==> src/rtl/gcd_job_arbiter.sv <==
// Round-robin front end sharing one sequential 64-bit GCD engine among NREQ requesters.
// Optional engine watchdog/abort enabled by defining GCD_ARB_TIMEOUT_EN.

module gcd_job_arbiter_lane (
    input  logic        grant,
    input  logic        rsp_sel,
    input  logic [63:0] a,
    input  logic [63:0] b,
    output logic        ready,
    output logic        rsp,
    output logic [63:0] a_sel,
    output logic [63:0] b_sel
);
    // Masked operands are OR-reduced in the parent, forming a one-hot AND-OR mux.
    assign ready = grant;
    assign rsp   = rsp_sel;
    assign a_sel = a & {64{grant}};
    assign b_sel = b & {64{grant}};
endmodule

module gcd_job_arbiter #(
    parameter int NREQ           = 4,
    parameter int TIMEOUT_CYCLES = 1048576
) (
    input  logic                    csi_clk,
    input  logic                    rsi_reset_n,
    input  logic [NREQ-1:0]         req_valid,
    input  logic [64*NREQ-1:0]      req_a,
    input  logic [64*NREQ-1:0]      req_b,
    output logic [NREQ-1:0]         req_ready,
    output logic [NREQ-1:0]         rsp_valid,
    output logic [63:0]             rsp_result,
    output logic                    rsp_error,
    output logic                    eng_start,
    output logic [63:0]             eng_a,
    output logic [63:0]             eng_b,
    input  logic                    eng_done,
    input  logic [63:0]             eng_result,
    output logic                    eng_abort,
    output logic                    busy,
    output logic [$clog2(NREQ)-1:0] owner
);
    localparam int PW = $clog2(NREQ);
    localparam logic [NREQ-1:0] ONE = NREQ'(1);

    localparam logic [1:0] S_IDLE  = 2'd0;
    localparam logic [1:0] S_ISSUE = 2'd1;
    localparam logic [1:0] S_WAIT  = 2'd2;
    localparam logic [1:0] S_RESP  = 2'd3;

    if (NREQ < 2 || NREQ > 8 || TIMEOUT_CYCLES < 1) begin : g_bad_param
        $error("gcd_job_arbiter: NREQ must be 2..8 and TIMEOUT_CYCLES >= 1");
    end

    logic [1:0]                 state;
    logic [PW-1:0]              ptr;
    logic [PW-1:0]              owner_q;
    logic [PW-1:0]              win_idx;
    logic [PW-1:0]              cand;
    logic                       win_found;
    logic [NREQ-1:0]            grant_oh;
    logic [NREQ-1:0]            rsp_oh;
    logic [NREQ-1:0][63:0]      a_lane;
    logic [NREQ-1:0][63:0]      b_lane;
    logic [63:0]                a_mux;
    logic [63:0]                b_mux;
    logic [63:0]                op_a;
    logic [63:0]                op_b;
    logic [63:0]                res_q;
    logic                       xfer;
    logic                       zero_op;
    logic                       tmo_hit;

    // Search starts one past the last winner so every requester gets a turn.
    always_comb begin
        win_found = 1'b0;
        win_idx   = '0;
        cand      = '0;
        for (int k = 1; k <= NREQ; k++) begin
            cand = PW'((int'(ptr) + k) % NREQ);
            if (!win_found && req_valid[cand]) begin
                win_found = 1'b1;
                win_idx   = cand;
            end
        end
    end

    // Reset gating keeps req_ready low while held in reset even if requests are up.
    assign grant_oh = (rsi_reset_n && state == S_IDLE && win_found) ? (ONE << win_idx) : '0;
    assign rsp_oh   = (state == S_RESP) ? (ONE << owner_q) : '0;

    for (genvar i = 0; i < NREQ; i++) begin : g_lane
        gcd_job_arbiter_lane u_lane (
            .grant   (grant_oh[i]),
            .rsp_sel (rsp_oh[i]),
            .a       (req_a[64*i +: 64]),
            .b       (req_b[64*i +: 64]),
            .ready   (req_ready[i]),
            .rsp     (rsp_valid[i]),
            .a_sel   (a_lane[i]),
            .b_sel   (b_lane[i])
        );
    end

    always_comb begin
        a_mux = '0;
        b_mux = '0;
        for (int i = 0; i < NREQ; i++) begin
            a_mux = a_mux | a_lane[i];
            b_mux = b_mux | b_lane[i];
        end
    end

    assign xfer    = |grant_oh;
    // The engine never terminates on a zero operand, so those jobs resolve here.
    assign zero_op = (a_mux == 64'd0) || (b_mux == 64'd0);

    always_ff @(posedge csi_clk or negedge rsi_reset_n) begin
        if (!rsi_reset_n) begin
            state   <= S_IDLE;
            ptr     <= PW'(NREQ - 1);
            owner_q <= '0;
            op_a    <= '0;
            op_b    <= '0;
            res_q   <= '0;
        end else begin
            case (state)
                S_IDLE: begin
                    if (xfer) begin
                        op_a    <= a_mux;
                        op_b    <= b_mux;
                        owner_q <= win_idx;
                        ptr     <= win_idx;
                        if (zero_op) begin
                            res_q <= a_mux | b_mux;
                            state <= S_RESP;
                        end else begin
                            state <= S_ISSUE;
                        end
                    end
                end
                S_ISSUE: state <= S_WAIT;
                S_WAIT: begin
                    if (eng_done) begin
                        res_q <= eng_result;
                        state <= S_RESP;
                    end else if (tmo_hit) begin
                        res_q <= '0;
                        state <= S_RESP;
                    end
                end
                default: state <= S_IDLE;
            endcase
        end
    end

`ifdef GCD_ARB_TIMEOUT_EN
    logic [31:0] tmo_cnt;
    logic        err_q;

    assign tmo_hit = (state == S_WAIT) && (tmo_cnt == 32'(TIMEOUT_CYCLES - 1));

    always_ff @(posedge csi_clk or negedge rsi_reset_n) begin
        if (!rsi_reset_n) begin
            tmo_cnt <= '0;
            err_q   <= 1'b0;
        end else begin
            if (state == S_ISSUE)
                tmo_cnt <= '0;
            else if (state == S_WAIT)
                tmo_cnt <= tmo_cnt + 32'd1;
            // A done pulse coinciding with the timeout still counts as success.
            if (state == S_WAIT && (eng_done || tmo_hit))
                err_q <= !eng_done;
            else if (xfer)
                err_q <= 1'b0;
        end
    end

    assign eng_abort = tmo_hit && !eng_done;
    assign rsp_error = (state == S_RESP) && err_q;
`else
    assign tmo_hit   = 1'b0;
    assign eng_abort = 1'b0;
    assign rsp_error = 1'b0;
`endif

    assign eng_start  = (state == S_ISSUE);
    assign busy       = (state != S_IDLE);
    assign eng_a      = op_a;
    assign eng_b      = op_b;
    assign owner      = owner_q;
    assign rsp_result = res_q;

endmodule

==> config.mk <==
export PLATFORM = sky130hd
export DESIGN_NAME = gcd_job_arbiter
export DESIGN_NICKNAME = d
export VERILOG_FILES = /design/src/rtl/gcd_job_arbiter.sv
export SDC_FILE = /design/constraint.sdc
export NUM_CORES = 1
export LEC_CHECK = 0
export CORE_AREA = 2 2 311 313
export CTS_BUF_LIST = sky130_fd_sc_hd__clkbuf_8
export DETAILED_ROUTE_END_ITERATION = 10
export DIE_AREA = 0 0 313 315
export PLACE_DENSITY = 0.37
export SKIP_CTS_REPAIR_TIMING = 1
export SLEW_MARGIN = 10
export SYNTH_ARGS = -nofsm -noshare
export SYNTH_HDL_FRONTEND = slang
export SYNTH_HIERARCHICAL = 1
export SYNTH_SLANG_ARGS = --single-unit
export TNS_END_PERCENT = 10
==> constraint.sdc <==
create_clock -name csi_clk -period 4.7 [get_ports csi_clk]
set_input_delay 0.94 -clock csi_clk [delete_from_list [all_inputs] [get_ports csi_clk]]
set_output_delay 0.94 -clock csi_clk [all_outputs]
set_load 0.1 [all_outputs]
==> results.json, run 1 <==
{
  "rsz0062_at_grt": "false",
  "drt-initial-drc-count": 431,
  "fillerInstances": 10220,
  "final.setup.tns_ns": 0,
  "multi_input_area_um2": 8020,
  "grt_usage_pct": 17.29,
  "ys_types": 36,
  "drive_gt1_share_pct": 22.28,
  "worst_pin_slew_ns": 1.151,
  "htreeDepth": 4,
  "slew_viol_final": 0,
  "dp_hpwl_um": 72520,
  "dr_total_vias": 14980,
  "power_leakage_nw": 10.61,
  "synth_warnings": 6,
  "fin_nets": 3124,
  "grt_pass1_wl_um": 121300,
  "synth-edff-count": 0,
  "routed_wl_um": 88810,
  "place_inst": 3783,
  "wire_per_inst_um": 23.21,
  "worst_clock_skew_ns": 0.01926,
  "synth_top_area_cell": "dfrtp_1",
  "setup_viol_count_final": 0,
  "cts_sinks": 198,
  "grt_overflow": 0,
  "antenna_found_initial": 6,
  "viasPerCell": 3.914,
  "timing.reg2reg.setup_slack_ns": 0.31,
  "synth_top_flop_cell": "dfrtp_1",
  "cp-start-kind": "primary input",
  "grt_max_degree": 90,
  "powerDensity_nw_per_um2": 657.1,
  "cts_tree": "built",
  "yosysSeqAreaShare_pct": 35.71,
  "first_pass_iters": 5,
  "syn-instance-count": 1558,
  "clockRootBuffer": "clkbuf_8",
  "layout.cells.non_filler": 3827,
  "drc_errors": 0,
  "outcome": "finished, final reports clean",
  "coreArea_um2": 95710,
  "antenna_left": 0,
  "slew_headroom_pct": 23.05,
  "place.gp.congestion": 0.9211,
  "vdd_drop_max_mv": 0.4418,
  "cts_buffer_depth": 2,
  "finalHoldViolCount": 0,
  "dieWidth_um": 313,
  "min_from": "eng_a[39]",
  "cp.arrival_ns": 4.95,
  "hold_depth": 2,
  "synth_area_per_cell_um2": 8.910,
  "syn_to_final_growth_pct": 84.85,
  "async_reset_ff_share_pct": 100.0,
  "timing.final.ws_setup_ns": 0.2223,
  "cp_slowest_cell": "or4_4",
  "hold-path-endpoint": "eng_a[39]",
  "io_pins": 789,
  "hold_class": "register to register",
  "slowest_delay_ns": 0.58,
  "rows": 114,
  "cap_viol_max_count": 0,
  "clock.fmax_ghz": 0.2233,
  "path_class": "primary input to register",
  "portBuffers": 786,
  "path_clk_slew_ns": 0.11,
  "crit_chain": "dlymetal6s2s_1 > or4_4 > buf_6 > nand3_4 > nor3_2 > buf_6 > buf_12 > and2_1 > nor4_2 > nand4_1 > nor4_2 > buf_4 > nand4_1 > buf_4 > a31oi_4 > buf_12 > clkbuf_16 > mux2i_1",
  "crit_fanout": 22,
  "start_util_pct": 14.50,
  "worstPathRequired_ns": 5.17,
  "insertion_delay_ns": 0.56,
  "worstRegToRegCells": 19,
  "die-area_um2": 98600,
  "r2r_start": "ptr[1]",
  "numCtsBuffers": 17,
  "grt_pass1_vias": 16170,
  "place_ws_ns": -1.523,
  "endpoint_kind": "register",
  "rr_endpoint": "rsp_result[53]",
  "period_needed_ns": 4.478,
  "fin_crit_sh_pct": 95.27,
  "fp.dieH_um": 315,
  "ys_seq_elements": 198,
  "seq_area_um2": 4957,
  "netlist_area_um2": 13880,
  "synth.area.top_cells": "dfrtp_1 (35%), and2_1 (18%), nor4_2 (8.3%)",
  "synth_top_area_share_pct": 35.33
}
worst max-delay path, delay by kind of cell:
kind	cells	cell delay (ns)
compound gates	1	0.19
buf+inv	8	1.39
mux	1	0.19
simple gates	8	2.18
layout by cell type (no fill, tap or decap), drive strengths merged, types with 4 or more instances in the layout:
cell	instances
mux2i	66
clkdlybuf4s50	772
inv	73
nand2	131
buf	295
a21oi	132
nor4	136
dfrtp	196
and2	513
nand4	34
clkbuf	24
clkinv	4
nor2	7
dlymetal6s2s	4
ha	4
o21ai	133
cell families after synthesis:
kind of cell | after synthesis | synth area share [%]
and+or+nand+nor | 830 | 40.05
AOI/OAI and AO/OA | 274 | 10.04
DFF | 198 | 35.71
buffers and inverters | 185 | 9.049
muxes | 66 | 4.759
adders and majority gates | 4 | 0.3605
other | 1 | 0.02701
cell usage after synthesis, types with 2 or more instances:
library cell  number
and2_1           405
dfrtp_1          196
a21oi_1          132
nand2_1          131
and2_2           108
nor4_2            92
o21ai_0           72
inv_1             69
mux2i_1           66
o21ai_1           61
buf_6             53
nor4_1            44
nand4_1           34
clkbuf_1          28
buf_2             11
buf_4             10
nor2_1             7
buf_12             6
buf_1              4
clkbuf_4           4
ha_1               4
a21o_1             3
and3_1             3
a31oi_1            2
dfstp_2            2
area by class of cell:
type | count | share of cell area (%)
antenna | 2 | 0.01950
inverter | 69 | 1.009
sequential | 198 | 19.32
clock buffer | 20 | 1.073
clock inverter | 11 | 0.5461
timing repair buffer | 1075 | 40.56
tap | 1276 | 6.222
multi-input combinational | 1176 | 31.25
per-layer routing:
metal	global-route usage, %	wire length [um]	vias to the layer above	part of all wire (%)
li1	-	-	7202	-
met1	19.87	35980	7240	41
met2	32.07	46420	491	52
met3	4.460	5103	44	5.7
met4	3.523	1304	0	1.5
met5	0	0	-	0
report_power, final:
| group | switching, mW | internal (mW) | leakage [nW] |
|---|---|---|---|
| clock | 0.754 | 0.525 | 0.208 |
| sequential | 0.449 | 2.43 | 2.65 |
| combinational | 8.86 | 3.84 | 7.75 |
| total | 10.1 | 6.80 | 10.6 |
worst max path at each step:
stage / endpoint / slack [ns] / startpoint / cells after the start
detailed placement: rsp_result[41] / -1.52 / req_valid[1] / 17
finish: rsp_result[53] / 0.22 / req_valid[0] / 18
floorplan: rsp_result[10] / 0.24 / req_valid[1] / 18
global placement: rsp_result[60] / -1.59 / req_valid[1] / 17
global route: rsp_result[28] / 0.08 / req_valid[0] / 19
CTS: rsp_result[52] / -0.88 / req_valid[1] / 17
stage by stage:
stage / hold slack (ns) / total power, mW / utilization [%] / cell area [um2]
3_5_place_dp: 0.4694 / 15.58 / 25.96 / 24840
5_1_grt: 0.4899 / 17.74 / 26.81 / 25660
4_1_cts: 0.4578 / 16.94 / 26.39 / 25260
6_report: 0.4862 / 16.86 / 26.81 / 25660
2_1_floorplan: 0.4772 / 10.81 / - / 13890
3_3_place_gp: 0.4643 / 15.55 / 25.96 / 24840
state kept, by name (all words and copies together) (netlist names):
| name | cells |
|---|---|
| ptr | 2 |
| rsp_result | 64 |
| owner | 2 |
| state | 2 |
| eng_b | 64 |
| eng_a | 64 |
Power figures use the tool's default switching activity.
==> run 2: changes to the inputs <==
TNS_END_PERCENT = unset   (was 10)
==> results of run 2 <==
Same layout as run 1: the final DEF is identical, and so are final timing and power.
